## config.mk

```make
export PLATFORM = sky130hd
export DESIGN_NAME = debouncer_flat
export DESIGN_NICKNAME = d
export VERILOG_FILES = /design/src/rtl/debouncer_if.sv /design/src/rtl/debouncer.sv /design/src/flat_wrapper.sv
export SDC_FILE = /design/constraint.sdc
export NUM_CORES = 1
export LEC_CHECK = 0
export ABC_AREA = 1
export BUFFER_PORTS_ARGS = -buffer_cell sky130_fd_sc_hd__buf_2
export CAP_MARGIN = 20
export CORE_MARGIN = 2
export CORE_UTILIZATION = 62
export DETAILED_ROUTE_END_ITERATION = 8
export PLACE_DENSITY = 0.8
export REMOVE_ABC_BUFFERS = 1
export SLEW_MARGIN = 10
export SYNTH_ARGS = -nofsm -noshare
export SYNTH_HDL_FRONTEND = slang
export SYNTH_SLANG_ARGS = --single-unit
```

## constraint.sdc

```tcl
create_clock -name clk -period 3.2 [get_ports clk]
set_input_delay 0.32 -clock clk [delete_from_list [all_inputs] [get_ports clk]]
set_output_delay 0.32 -clock clk [all_outputs]
set_load 0.01 [all_outputs]
```

## src/rtl/debouncer_if.sv

```systemverilog
// Button-conditioning bundle between the input synchronizer and the debouncer.
// The bench or upstream logic drives the master side, and the debouncer takes the slave side.
interface debouncer_if #(
    parameter int WIDTH = 1
);
    logic [WIDTH-1:0] glitchy_signal;
    logic [WIDTH-1:0] debounced_signal;
    logic [WIDTH-1:0] rising_pulse;
    logic [WIDTH-1:0] falling_pulse;

    modport master (
        output glitchy_signal,
        input  debounced_signal,
        input  rising_pulse,
        input  falling_pulse
    );

    modport slave (
        input  glitchy_signal,
        output debounced_signal,
        output rising_pulse,
        output falling_pulse
    );
endinterface

```

## src/rtl/debouncer.sv

```systemverilog
// Multi-bit debouncer: one shared sample timer, one saturating pulse counter per bit,
// and edge strobes derived from the debounced level.
module debouncer #(
    parameter int WIDTH          = 1,
    parameter int SAMPLE_CNT_MAX = 25000,
    parameter int PULSE_CNT_MAX  = 150
) (
    input  logic        clk,
    input  logic        rst_n,
    debouncer_if.slave  bus
);

    localparam int TIMER_W = (SAMPLE_CNT_MAX > 1) ? $clog2(SAMPLE_CNT_MAX) : 1;
    localparam int CNT_W   = $clog2(PULSE_CNT_MAX + 1);

    localparam logic [TIMER_W-1:0] TIMER_LAST = TIMER_W'(SAMPLE_CNT_MAX - 1);
    localparam logic [CNT_W-1:0]   CNT_SAT    = CNT_W'(PULSE_CNT_MAX);

    logic [TIMER_W-1:0] timer_q, timer_d;
    logic               sample_tick;
    logic [CNT_W-1:0]   cnt_q [WIDTH];
    logic [CNT_W-1:0]   cnt_d [WIDTH];
    logic [WIDTH-1:0]   debounced;
    logic [WIDTH-1:0]   prev_q;

    // With a one-cycle period the timer stays at 0 and the tick fires on every cycle.
    always_comb begin
        sample_tick = (timer_q == TIMER_LAST);
        timer_d     = sample_tick ? '0 : timer_q + TIMER_W'(1);
    end

    // A low sample always clears the count, even on a tick, so any glitch restarts qualification.
    always_comb begin
        for (int i = 0; i < WIDTH; i++) begin
            cnt_d[i] = cnt_q[i];
            if (!bus.glitchy_signal[i]) begin
                cnt_d[i] = '0;
            end else if (sample_tick && (cnt_q[i] < CNT_SAT)) begin
                cnt_d[i] = cnt_q[i] + CNT_W'(1);
            end
            debounced[i] = (cnt_q[i] == CNT_SAT);
        end
    end

    always_ff @(posedge clk or negedge rst_n) begin
        if (!rst_n) begin
            timer_q <= '0;
            prev_q  <= '0;
            for (int i = 0; i < WIDTH; i++) begin
                cnt_q[i] <= '0;
            end
        end else begin
            timer_q <= timer_d;
            prev_q  <= debounced;
            for (int i = 0; i < WIDTH; i++) begin
                cnt_q[i] <= cnt_d[i];
            end
        end
    end

    assign bus.debounced_signal = debounced;
    assign bus.rising_pulse     = debounced & ~prev_q;
    assign bus.falling_pulse    = ~debounced & prev_q;

endmodule

```

## src/flat_wrapper.sv

```systemverilog
// flat-port wrapper written by rule: the top's interface ports become plain ports
module debouncer_flat 
#(
    parameter int WIDTH          = 1,
    parameter int SAMPLE_CNT_MAX = 25000,
    parameter int PULSE_CNT_MAX  = 150
)
  (clk, rst_n, bus_glitchy_signal, bus_debounced_signal, bus_rising_pulse, bus_falling_pulse);
  debouncer_if #(.WIDTH(WIDTH)) bus_i ();
  input  logic clk;
  input  logic rst_n;
  input wire logic [$bits(bus_i.glitchy_signal)-1:0] bus_glitchy_signal;
  output wire logic [$bits(bus_i.debounced_signal)-1:0] bus_debounced_signal;
  output wire logic [$bits(bus_i.rising_pulse)-1:0] bus_rising_pulse;
  output wire logic [$bits(bus_i.falling_pulse)-1:0] bus_falling_pulse;
  assign bus_i.glitchy_signal = bus_glitchy_signal;
  assign bus_debounced_signal = bus_i.debounced_signal;
  assign bus_rising_pulse = bus_i.rising_pulse;
  assign bus_falling_pulse = bus_i.falling_pulse;
  debouncer #(.WIDTH(WIDTH), .SAMPLE_CNT_MAX(SAMPLE_CNT_MAX), .PULSE_CNT_MAX(PULSE_CNT_MAX)) u_core (.clk(clk), .rst_n(rst_n), .bus(bus_i));
endmodule
```

# After elaboration in Yosys (flattened, before gate mapping)

Index checks and enable logic that the tools add are counted.

Bitwise gates (word level): 4
Add/sub/neg operators: 2
Reductions and logical operators: 1
Mux-type cells: 3
Equality and inequality tests: 3
Magnitude comparators: 1

Operator list:

| cell                    | number |
|---|---|
| $mux W8                 | 2 |
| $add A15 B1 Y15 const B | 1 |
| $eq A15 B15 Y1 const B  | 1 |
| $mux W15                | 1 |
| $add A8 B1 Y8 const B   | 1 |
| $eq A8 B8 Y1 const B    | 1 |
| $lt A8 B8 Y1 const B    | 1 |
| $and A1 B1 Y1           | 2 |
| $ne A2 B1 Y1 const B    | 1 |
| $not A1 Y1              | 2 |
| $logic_and A1 B1 Y1     | 1 |

Bits in registers: 24
Word-level logic and storage cells: 17
Bits of input ports: 3
Output and inout bits: 3

# Longest topological paths before layout

Word-level depth: 4
Mapped depth: 10
Gate-level depth less buffers: 9

# Least setup slack after synthesis

No wires, ideal clock.

Path type: register to output
From: register u_core.cnt_q[0] (netlist name)
To: output port bus_falling_pulse
Slack: 1.684 ns
Cell stages (with the launch flop): 6
Arrival time: 1.196 ns
Required time: 2.880 ns
Path buffers: 0
Path through: dfrtp_1 > inv_1 > ha_1 > nand3_1 > nor3_1 > nor2_1

Longest elaborated chain between the ends: 3

Ends and longest elaborated chain:

| item                              | RTL line           | source |
|---|---|---|
| from (decl)                       | debouncer.sv:21    | `logic [CNT_W-1:0] cnt_q [WIDTH];` |
| from (signal, indexed assignment) | debouncer.sv:56    | `cnt_q[i] <= cnt_d[i];` |
| $eq A8 B8 Y1                      | debouncer.sv:41    | `debounced[i] = (cnt_q[i] == CNT_SAT);` |
| net bus_debounced_signal          | flat_wrapper.sv:13 | `output wire logic [$bits(bus_i.debounced_signal)-1:0] bus_debounced_signal;` |
| $not A1 Y1                        | debouncer.sv:63    | `assign bus.falling_pulse = ~debounced & prev_q;` |
| $and A1 B1 Y1                     | debouncer.sv:63    |  |
| to (decl)                         | flat_wrapper.sv:15 | `output wire logic [$bits(bus_i.falling_pulse)-1:0] bus_falling_pulse;` |

The timed path passes the listed nets, and every way through them passes these cells.

# Worst setup path after layout

From: register u_core.cnt_q[0] (netlist name)
To: output port bus_falling_pulse

Longest elaborated chain between the ends: 3

Ends and longest elaborated chain:

| item          | RTL line |
|---|---|
| $eq A8 B8 Y1  | debouncer.sv:41 |
| $not A1 Y1    | debouncer.sv:63 |
| $and A1 B1 Y1 | debouncer.sv:63 |

No other way between the ends.

==> impl_results.html <==
<table>
<tr><th>Metric</th><th>Value</th></tr>
<tr><th colspan="2">Status</th></tr>
<tr><td>Result of the run</td><td>completed</td></tr>
<tr><th colspan="2">Cells and area</th></tr>
<tr><td>Post-route non-filler standard cell count</td><td>~240</td></tr>
<tr><td>Sequential cell area</td><td>about 600 um2</td></tr>
<tr><td>Most common cell after layout, fill and taps aside</td><td>nand2_1</td></tr>
<tr><td>Layout-stage area growth over the synthesis result</td><td>6.94%</td></tr>
<tr><td>Fraction of layout cells with a size suffix above 1</td><td>about 7.6%</td></tr>
<tr><td>Post-route cell area</td><td>around 1500 um2</td></tr>
<tr><td>Combined area of the multi-input logic cells</td><td>just under 700 um2</td></tr>
<tr><td>Number of fill cells in the layout</td><td>190</td></tr>
<tr><td>Number of nets in the final layout</td><td>217</td></tr>
<tr><td>Top library cells by usage in the layout, fill and taps aside</td><td>nand2_1 (47), inv_1 (37), nor2_1 (31)</td></tr>
<tr><td>Number of antenna diodes</td><td>0</td></tr>
<tr><th colspan="2">Synth</th></tr>
<tr><td>Unique cell type count in the Yosys netlist</td><td>22</td></tr>
<tr><td>Warning count from the yosys run</td><td>0</td></tr>
<tr><td>EDFF count, synth</td><td>0</td></tr>
<tr><td>Post-synth top flop</td><td>dfrtp_1</td></tr>
<tr><td>Portion of the post-synthesis area used by sequential elements</td><td>a little over two fifths</td></tr>
<tr><td>Mean instance size in the synthesized netlist</td><td>between 7 and 8 um2</td></tr>
<tr><td>Async SR Flop Fraction</td><td>100%</td></tr>
<tr><td>Synthesis-stage register bit count</td><td>24</td></tr>
<tr><td>Number of cells produced by synthesis</td><td>about 200</td></tr>
<tr><td>Cell Area, Synth</td><td>1440 um2</td></tr>
<tr><th colspan="2">Worst setup path</th></tr>
<tr><td>Register-to-register setup slack</td><td>1390 ps</td></tr>
<tr><td>Kind of critical path</td><td>reg2out</td></tr>
<tr><td>Maximum fanout along the worst path</td><td>4</td></tr>
<tr><td>Reg2reg end</td><td>u_core.cnt_q[4]</td></tr>
<tr><td>Worst flop-to-flop path startpoint</td><td>u_core.timer_q[0]</td></tr>
<tr><td>Crit path arrival time</td><td>~1600 ps</td></tr>
<tr><td>Crit path launch type</td><td>flip-flop</td></tr>
<tr><td>Critical Path RT</td><td>approximately 2900 ps</td></tr>
<tr><td>Crit end category</td><td>primary output</td></tr>
<tr><td>Worst r2r path cells</td><td>8</td></tr>
<tr><th colspan="2">Clock network</th></tr>
<tr><td>Number of H-tree levels</td><td>1</td></tr>
<tr><td>TritonCTS clock tree</td><td>built</td></tr>
<tr><td>Clock Sink Count</td><td>24</td></tr>
<tr><td>Root Buffer Master</td><td>clkbuf_4</td></tr>
<tr><td>Count of buffers added by post-CTS timing repair for setup</td><td>0</td></tr>
<tr><td>Num CTS Buffers</td><td>3</td></tr>
<tr><td>Clock slew at the register clock pins of the worst setup and hold paths</td><td>130 ps</td></tr>
<tr><td>Clock insertion delay at the later pin of the skew report</td><td>320 ps</td></tr>
<tr><td>Number of buffers on the longest clock path</td><td>2</td></tr>
<tr><th colspan="2">Placement</th></tr>
<tr><td>IO buf count</td><td>5</td></tr>
<tr><td>Half-perimeter wire length after placement</td><td>approximately 2100 um</td></tr>
<tr><td>Placement Cell Area</td><td>roughly 1500 um2</td></tr>
<tr><td>Cell count after placement</td><td>approximately 230</td></tr>
<tr><td>Minimum setup slack after placement</td><td>1430 ps</td></tr>
<tr><td>Routability Congestion</td><td>roughly 0.84</td></tr>
<tr><th colspan="2">Min path</th></tr>
<tr><td>Worst min-delay path startpoint</td><td>bus_glitchy_signal</td></tr>
<tr><td>Hold path cells</td><td>3</td></tr>
<tr><td>Worst min-delay path endpoint</td><td>u_core.cnt_q[7]</td></tr>
<tr><td>Worst min path class</td><td>in2reg</td></tr>
<tr><th colspan="2">Pwr</th></tr>
<tr><td>Power per unit of standard cell area</td><td>about 350 nW/um2</td></tr>
<tr><td>Maximum vdd drop</td><td>0.000357 V</td></tr>
<tr><td>Total power of the final layout</td><td>about 540 uW</td></tr>
<tr><td>Leakage component of the power</td><td>roughly 0.85 nW</td></tr>
<tr><th colspan="2">Routing</th></tr>
<tr><td>Drt first-iter violations</td><td>38</td></tr>
<tr><td>Remaining antenna violation count after routing</td><td>0</td></tr>
<tr><td>DRT Pass-1 Iters</td><td>4</td></tr>
<tr><td>DRC violations left</td><td>0</td></tr>
<tr><td>Via/cell ratio</td><td>~5.3</td></tr>
<tr><td>Average wire length per cell after detail routing</td><td>between 10 and 15 um</td></tr>
<tr><td>Total vias in the final route</td><td>roughly 1.3k</td></tr>
<tr><td>Final WL</td><td>~2700 um</td></tr>
<tr><th colspan="2">STA</th></tr>
<tr><td>Count of final setup violators</td><td>0</td></tr>
<tr><td>Post-route clock period utilization</td><td>about 60%</td></tr>
<tr><td>Transition time at the pin with the least slew margin</td><td>between 500 and 600 ps</td></tr>
<tr><td>Post-Route Skew</td><td>2.31 ps</td></tr>
<tr><td>Number of hold violations in the final report</td><td>0</td></tr>
<tr><td>Worst max-slew margin expressed relative to the limit</td><td>64.9%</td></tr>
<tr><td>Final Worst Setup Slack</td><td>between 1000 and 1500 ps</td></tr>
<tr><td>Sum of negative setup slack</td><td>0 ps</td></tr>
<tr><td>Achievable Freq</td><td>520 MHz</td></tr>
<tr><td>Max Slew Vio Count</td><td>0</td></tr>
<tr><td>Final critical delay including setup and external delays</td><td>1920 ps</td></tr>
<tr><td>Unrepaired setup endpoints after global routing</td><td>false</td></tr>
<tr><th colspan="2">Job</th></tr>
<tr><td>Max-Cap Viols</td><td>0</td></tr>
<tr><th colspan="2">Floorplanning</th></tr>
<tr><td>Die area</td><td>approximately 2700 um2</td></tr>
<tr><td>Width of the die</td><td>~52 um</td></tr>
<tr><td>Number of rows created at floorplan</td><td>17</td></tr>
<tr><td>Io pins</td><td>6</td></tr>
<tr><td>Initial core utilization</td><td>65.2%</td></tr>
<tr><td>Vert. Die Dim</td><td>~52 um</td></tr>
<tr><td>Area of the core</td><td>2210 um2</td></tr>
<tr><th colspan="2">Global routing</th></tr>
<tr><td>First-pass GRT wire length</td><td>approximately 4700 um</td></tr>
<tr><td>Maximum number of pins on one net before global-route repair</td><td>25</td></tr>
<tr><td>Antenna violations before repair</td><td>0</td></tr>
<tr><td>Gr ovfl total</td><td>0</td></tr>
<tr><td>GRT Resource Usage Total</td><td>a little under a quarter</td></tr>
<tr><td>Via count of the first global-routing pass</td><td>about 1.2k</td></tr>
</table>
[cells in the mapped netlist (2+ instances only)]
master / count / area [um2]
xor2_1: 7 / 61.3
nand2_2: 3 / 18.8
o21ai_0: 5 / 25.0
nand3_2: 2 / 20.0
dfrtp_1: 24 / 601
nand4_1: 6 / 37.5
nand2_1: 47 / 176
a21oi_1: 2 / 10.0
nor3_1: 6 / 30.0
inv_1: 37 / 139
nand3_1: 21 / 105
ha_1: 3 / 37.5
nor2_1: 31 / 116
[worst max-delay path by stage]
stage                            startpoint                end  slack (ps)
after floorplan             u_core.cnt_q[0]  bus_falling_pulse        1680
after global placement    u_core.timer_q[0]    u_core.cnt_q[1]        1540
after detailed placement  u_core.timer_q[0]    u_core.cnt_q[7]        1430
after CTS                   u_core.cnt_q[0]  bus_falling_pulse        1250
after global routing        u_core.cnt_q[0]  bus_falling_pulse        1140
final                       u_core.cnt_q[0]  bus_falling_pulse        1280
[power breakdown]
group	total (mW)	internal [mW]	switching [mW]
Combinational	0.0106	0.00184	0.00875
Sequential	0.303	0.303	0
Clock	0.222	0.127	0.0956
Total	0.536	0.432	0.104
[routing by layer]
metal	wire, um	track usage (%)	vias up	share of wire, %
met4	29	8.12	0	1.1
met1	1160	24.9	591	42
met5	0	0	-	0
li1	-	-	641	-
met3	93	6.29	4	3.4
met2	1460	43.7	24	53
[cell type report]
class	instances	area share, %
clock buffers	3	1.46
clock inverters	1	1.95
multi-input cells	138	43.9
flip-flops and latches	24	38.9
inverters	38	9.25
repair buffers	6	2.27
well taps	28	2.27
[worst max-delay path, cell delays in order, from the launching register on]
cell and delay, ps:
dfrtp_1 440, inv_1 110, ha_1 160, nand3_1 100, nor3_1 260, nor2_1 70
buf_2 140
[registers in the layout, indices dropped and copies added (netlist names)]
name and count:
u_core.cnt_q 8, u_core.prev_q 1, u_core.timer_q 15
[cell families after synthesis]
group | after synthesis | synth area share (%)
compound gates | 9 | 3.47
xor+xnor | 7 | 4.25
fa+ha+maj | 3 | 2.60
buf+inv | 41 | 11.4
flops | 24 | 41.6
simple gates | 119 | 36.6
[stage by stage]
step           hold WS (ps)  util, %
6_report                369     69.7
4_1_cts                 345     69.7
2_1_floorplan          24.4        -
3_5_place_dp            331     66.9
3_3_place_gp            329     66.9
5_1_grt                 353     69.7
[repair_timing]
item	CTS	global route
resized for setup	0	0
hold buffers	1	0
hold endpoints to repair	24	0
(Power assumes the default switching activity.)
